### config.mk
export PLATFORM = sky130hd
export DESIGN_NAME = aes_key_schedule
export DESIGN_NICKNAME = d
export VERILOG_FILES = /design/src/rtl/aes_key_schedule.sv
export SDC_FILE = /design/constraint.sdc
export NUM_CORES = 2
export LEC_CHECK = 0
export BUFFER_PORTS_ARGS = -buffer_cell sky130_fd_sc_hd__clkbuf_2
export CAP_MARGIN = 20
export CORE_AREA = 2 2 526 528
export CTS_CLUSTER_SIZE = 30
export DETAILED_ROUTE_END_ITERATION = 10
export DIE_AREA = 0 0 528 530
export PLACE_DENSITY_LB_ADDON = 0.2
export SYNTH_ARGS = -nofsm -noshare
export SYNTH_HDL_FRONTEND = slang
export SYNTH_SLANG_ARGS = --single-unit
### constraint.sdc
create_clock -name clk -period 8.5 [get_ports clk]
set_input_delay 2.55 -clock clk [delete_from_list [all_inputs] [get_ports clk]]
set_output_delay 2.55 -clock clk [all_outputs]
set_load 0.005 [all_outputs]
### src/rtl/aes_key_schedule.sv
// Iterative AES-128 key expansion: derives round keys 0..10 into a register file read by index.
// Define AES_KS_COMB_SBOX_EN for a combinational S-box and one round key per cycle.
module aes_key_schedule (
    input  logic         clk,
    input  logic         reset,
    input  logic         start,
    input  logic [127:0] key,
    output logic         busy,
    output logic         keys_valid,
    input  logic [3:0]   rd_round,
    output logic [127:0] rd_key
);
    localparam logic [2047:0] SBOX_TBL = {
        128'h637c777bf26b6fc53001672bfed7ab76,
        128'hca82c97dfa5947f0add4a2af9ca472c0,
        128'hb7fd9326363ff7cc34a5e5f171d83115,
        128'h04c723c31896059a071280e2eb27b275,
        128'h09832c1a1b6e5aa0523bd6b329e32f84,
        128'h53d100ed20fcb15b6acbbe394a4c58cf,
        128'hd0efaafb434d338545f9027f503c9fa8,
        128'h51a3408f929d38f5bcb6da2110fff3d2,
        128'hcd0c13ec5f974417c4a77e3d645d1973,
        128'h60814fdc222a908846eeb814de5e0bdb,
        128'he0323a0a4906245cc2d3ac629195e479,
        128'he7c8376d8dd54ea96c56f4ea657aae08,
        128'hba78252e1ca6b4c6e8dd741f4bbd8b8a,
        128'h703eb5664803f60e613557b986c11d9e,
        128'he1f8981169d98e949b1e87e9ce5528df,
        128'h8ca1890dbfe6426841992d0fb054bb16
    };

    typedef enum logic [1:0] {IDLE, SUB, EXP, DONE} state_t;

`ifdef AES_KS_COMB_SBOX_EN
    localparam state_t FIRST_ST = EXP;
`else
    localparam state_t FIRST_ST = SUB;
`endif

    function automatic logic [7:0] sbox(input logic [7:0] a);
        return SBOX_TBL[(255 - int'(a)) * 8 +: 8];
    endfunction

    function automatic logic [31:0] sub_word(input logic [31:0] w);
        return {sbox(w[31:24]), sbox(w[23:16]), sbox(w[15:8]), sbox(w[7:0])};
    endfunction

    // Rcon advance in GF(2^8); 80 wraps to 1b.
    function automatic logic [7:0] xtime(input logic [7:0] b);
        return {b[6:0], 1'b0} ^ (b[7] ? 8'h1b : 8'h00);
    endfunction

    state_t         state_q, state_d;
    logic [3:0]     round_q;
    logic [7:0]     rcon_q;
    logic [127:0]   prev_q;
    logic [127:0]   slot_q [0:10];
    logic           load, expand;
    logic [31:0]    rot_word, sw, t;
    logic [31:0]    k0, k1, k2, k3;
    logic [127:0]   next_key;

    assign rot_word = {prev_q[23:0], prev_q[31:24]};

`ifdef AES_KS_COMB_SBOX_EN
    assign sw = sub_word(rot_word);
`else
    // ROM-style lookup: address presented in SUB, data consumed in EXP.
    logic [31:0] sw_q;
    always_ff @(posedge clk) begin
        sw_q <= sub_word(rot_word);
    end
    assign sw = sw_q;
`endif

    assign t        = sw ^ {rcon_q, 24'h0};
    assign k0       = prev_q[127:96] ^ t;
    assign k1       = prev_q[95:64]  ^ k0;
    assign k2       = prev_q[63:32]  ^ k1;
    assign k3       = prev_q[31:0]   ^ k2;
    assign next_key = {k0, k1, k2, k3};

    always_comb begin
        state_d = state_q;
        load    = 1'b0;
        expand  = 1'b0;
        case (state_q)
            IDLE, DONE: begin
                if (start) begin
                    load    = 1'b1;
                    state_d = FIRST_ST;
                end
            end
            SUB: state_d = EXP;
            EXP: begin
                expand  = 1'b1;
                state_d = (round_q == 4'd10) ? DONE : FIRST_ST;
            end
            default: state_d = IDLE;
        endcase
    end

    always_ff @(posedge clk) begin
        if (reset) begin
            state_q <= IDLE;
            round_q <= 4'd0;
            rcon_q  <= 8'h01;
            for (int i = 0; i <= 10; i++) slot_q[i] <= '0;
        end else begin
            state_q <= state_d;
            if (load) begin
                slot_q[0] <= key;
                round_q   <= 4'd1;
                rcon_q    <= 8'h01;
            end else if (expand) begin
                slot_q[round_q] <= next_key;
                if (round_q != 4'd10) begin
                    round_q <= round_q + 4'd1;
                    rcon_q  <= xtime(rcon_q);
                end
            end
        end
    end

    // Working key register; only meaningful while an expansion runs.
    always_ff @(posedge clk) begin
        if (load)        prev_q <= key;
        else if (expand) prev_q <= next_key;
    end

    assign busy       = (state_q == SUB) || (state_q == EXP);
    assign keys_valid = (state_q == DONE);

    always_comb begin
        rd_key = '0;
        if (rd_round <= 4'd10) rd_key = slot_q[rd_round];
    end
endmodule

# == Word level (Yosys, flattened, before mapping) ==
# Memory sizes are Yosys's and may differ from the RTL's.
# Index checks and enable logic that the tools add are counted.
# Widths: inputs -> output; s select.
# classes
shift,4
add_sub_neg,5
mul,0
n_div,0
bitwise_logic,7
n_mux,26
n_reduce_logical,9
n_eq_ne,6
order_cmp,1
# op_table
op,n
$shiftx 2048x12->8 const A,4
$mux 128,5
$xor 32x32->32,5
$reduce_or 128->1,1
$sub 8x8->9 const A,4
$mux 1,16
$xor 8x5->8,1
$pmux 2 s3,1
$mux 5,1
$add 4x1->4 const B,1
$eq 2x2->1 const B,2
$eq 4x4->1 const B,1
$le 4x4->1 const B,1
$mux 2,2
$mux 4,1
$ne 4x4->1 const B,1
$reduce_and 2->1,2
$reduce_bool 2->1,2
$reduce_or 2->1,2
$eq 2x1->1 const B,1
$logic_not 2->1,1
$ne 2x2->1 const B,1
$logic_or 1x1->1,1
$or 1x1->1,1
# totals
register_bits,174
input_bits,135
memories,1
mem_bits_rw,1408
latch_bits,0
mem_bits_ro,0
# memory_table
name,words,word_bits,read_ports,rd_clocked_by_memory_dff,write_ports,line,rtl
slot_q,11,128,1,0,11,57,logic [127:0] slot_q [0:10];

# == Depth between registers and ports, before layout ==
# logic_depth
ltp_word,8
mapped_depth,12
ltp_nobuf,8

# == Worst setup path before layout ==
# Ideal clock, no wire load.
# synth_timing
kind,input to register
start,input port start
end,"memory slot_q[9][0], enable pin"
arrival_time_ps,8219
t_required_ps,7883
setup_time_ps,617
n_path_buf,0
path_slack_ps,-336
path_stages,4
path_cell_list,and2_1 -> nor2_1 -> a211oi_1 -> nor2_1
# synth_rtl
element,line,rtl
from (decl),6,"input logic start,"
to (decl),57,

# == Worst setup path in the final report ==
# layout_timing
start,input port rd_round[0]
end,output port rd_key[62]
# layout_via
elab_chain_len,2
elab_cells_between_ends,3
classes_between,order compare: 1; mux: 1; memory: 1
# layout_lines
element,line,rtl
from (decl),10,"input logic [3:0] rd_round,"
$mem_v2 11x128 / $le 4x4->1 (equally long branches),-,
$mux 128 *,136,if (rd_round <= 4'd10) rd_key = slot_q[rd_round];
to (decl),11,output logic [127:0] rd_key
# Every way passes the cells marked *; elsewhere a longest branch is shown, timed or not.

==> summary.md <==
| Metric | Value |
|---|---|
| Core area | `275000 um2` |
| Pwr/cell area | `369 nW/um2` |
| Ys Warns | `0` |
| Status | `complete, no violations` |
| Yosys reg bits | `1582` |
| Crit path from | `rd_round[0]` |
| Post-synth EDFFs | `1408` |
| Die Height | `530 um` |
| Synth Flop Type | `edfxtp_1` |
| Worst-Skew Late Latency | `0.88 ns` |
| First-pass GRT wire length | `478000 um` |
| Root Driver | `clkbuf_16` |
| Unrepaired setup endpoints after global routing | `no` |
| Number of hold buffers added after CTS | `0` |
| DIE AREA | `280000 um2` |
| FILL cells | `27600` |
| Synth cell types | `92` |
| Max_cap viols | `0` |
| Vias | `62900` |
| Net Count, Synth | `7717` |
| TNS Setup | `0 ns` |
| Post-synth ARST share | `0%` |
| Crit Path Class | `input port to output pin` |
| Critical path endpoint category | `output pin` |
| Post-cts sizing count | `0` |
| Slew HR | `17.2%` |
| # setup viols final | `0` |
| Post-DR wirelength/cell | `30.3 um` |
| Row cnt | `193` |
| Routability-driven placement congestion ratio | `0.942` |
| Largest net degree at the start of global routing | `151` |
| Initial Utilization | `29.8%` |
| Drt pass-1 iters | `6` |
| Crit-path max FO | `42` |
| Max clock buf depth | `4` |
| Register area share after synthesis | `55.8%` |
| R2R Path Start | `state_q[0]` |
| Cell Area, Synth | `82000 um2` |
| # port buffers | `264` |
| P&R area growth vs syn | `13.5%` |
| Share of cells above drive strength 1 | `15.2%` |
| Number of global-route vias before repair | `61500` |
| Total GRT Usage | `23.7%` |
| DP HPWL | `208000 um` |
| Final Slew Violations | `0` |
| Critical Path AT | `5.08 ns` |
| Residual DRC | `0` |
| Gate Count Post-Synth | `7516` |
| Leak Pwr | `0.0325 uW` |
| Worst hold start | `slot_q[10][118]` |
| Maximum clock rate | `131 MHz` |
| Final wirelength | `340000 um` |
| Total I/O pin count | `265` |
| Initial antenna violation count | `26` |
| Residual overflow from global routing | `0` |
| TritonCTS clock tree | `done` |
| Utilization of the core after routing | `33.9%` |
| Vias per std cell | `5.61` |
| CTS Buf Count | `189` |
| Die X | `528 um` |
| Initial DRC Count | `7657` |
| Slew @ Worst Pin | `1.24 ns` |
| Post CTS Setup Buffer Count | `0` |
| Antenna-violating nets left | `0` |
| H-tree depth | `4` |
| Final period util | `89.7%` |
| Fin crit period | `7.63 ns` |
| Worst-path clk slew | `0.05 ns` |
| Peak VDD IR | `0.244 mV` |
| Skew final | `0.0752 ns` |
| Post-Synthesis Mean Instance Area | `10.9 um2` |
| # clock sinks | `1582` |
| Crit path required time | `5.95 ns` |
| Nets@finish | `7629` |
| Startpoint Class | `input port` |
| Endpoints failing hold | `0` |
| Worst min-delay path category | `register to register` |
-- power breakdown --
group	internal [uW]	switching, uW	leakage [uW]	total (uW)
combinational	4770	11200	0.0138	16000
sequential	10100	488	0.0159	10600
clock	4540	3340	0.00287	7880
-- synth_stat cells, types with 66 or more instances --
master	instances	area, um2
o21ai_0	503	2520
nand2_1	517	1940
nor2_1	1631	6120
nand2b_1	106	663
buf_2	190	951
xnor2_1	67	587
inv_1	173	649
a21oi_1	371	1860
ha_1	66	826
mux4_2	283	6370
buf_1	72	270
o211ai_1	184	1380
clkbuf_1	509	1910
edfxtp_1	1408	42300
nor3_1	92	460
nand3_1	81	405
a211oi_1	193	1450
dfxtp_1	174	3480
mux2i_1	150	1500
-- path summary, 6_finish.rpt --
check | end | slack (ns) | cells past startpoint
max reg2reg | slot_q[5][68] | 3.75 | 6
min reg2reg | slot_q[10][118] | 0.50 | 2
max | rd_key[62] | 0.87 | 8
min | slot_q[10][118] | 0.50 | 2
-- layout by cell type (no fill, tap or decap), types with 52 or more instances in the layout --
cell type,netlist,layout
mux4_2,283,283
edfxtp_1,1408,1408
o211ai_1,184,184
inv_1,173,172
dfxtp_1,174,174
a211oi_1,193,193
nor3_1,92,91
nand2b_1,106,95
a21oi_1,371,350
o21ai_0,503,503
a31oi_1,58,58
xnor2_1,67,67
nor2b_1,58,55
nor2_1,1631,1630
nand3_1,81,79
clkbuf_16,0,191
nand2_1,517,514
mux2i_1,150,150
ha_1,66,66
clkbuf_2,3,259
buf_4,9,216
clkbuf_1,509,52
-- kinds of logic after synthesis --
| logic type | share of synthesized area [%] |
|---|---|
| mux | 9.71 |
| flops | 55.8 |
| buf+inv | 4.88 |
| xor+xnor | 2.18 |
| fa+ha+maj | 1.01 |
| simple gates | 13.3 |
| compound gates | 13.1 |
-- area by class of cell --
cell class                 count  area (um2)  share of cell area, %
timing repair buffer         514        3680                   3.96
antenna                       18        45.0                 0.0484
multi-input combinational   4962       32500                   35.0
sequential                  1582       45800                   49.2
clock buffer                 259        5190                   5.58
inverter                     179         672                  0.722
tap                         3607        4510                   4.85
clock inverter                80         666                  0.715
-- per-layer routing --
| metal | wire length (um) | vias up | global-route usage, % | part of all wire (%) |
|---|---|---|---|---|
| met5 | 57 | - | 0 | 0.017 |
| met4 | 18300 | 10 | 11.6 | 5.4 |
| met3 | 21200 | 582 | 3.12 | 6.2 |
| met2 | 159000 | 2783 | 38.5 | 47 |
| met1 | 141000 | 32200 | 31.0 | 41 |
| li1 | - | 27300 | - | - |
-- registers in the layout (all words and copies together) (netlist names) --
signal / flops
state_q: 2
slot_q: 1408
sw: 32
rcon_q: 8
prev_q: 128
round_q: 4
-- worst max-delay path: stages --
cell	delay [ns]
buf_8	0.37
nor2b_4	0.49
buf_12	0.33
nand2_1	0.09
o211ai_1	0.10
o21ai_0	0.10
o21ai_0	0.66
clkbuf_2	0.24
-- per-stage QoR --
| step | setup slack, ns | instances | hold slack, ns | power (uW) | instance area [um2] |
|---|---|---|---|---|---|
| after floorplan | 1.80 | 7516 | 0.478 | 20500 | 82000 |
| after global placement | 0.762 | 10800 | 0.486 | 26300 | 87000 |
| after detailed placement | 0.814 | 10800 | 0.492 | 26300 | 87100 |
| after CTS | 0.809 | 11200 | 0.500 | 34200 | 93000 |
| after global routing | 0.701 | 11200 | 0.515 | 35700 | 93100 |
| final | 0.875 | 11200 | 0.498 | 34400 | 93100 |
Note: power is estimated with default switching activity, not from simulation.
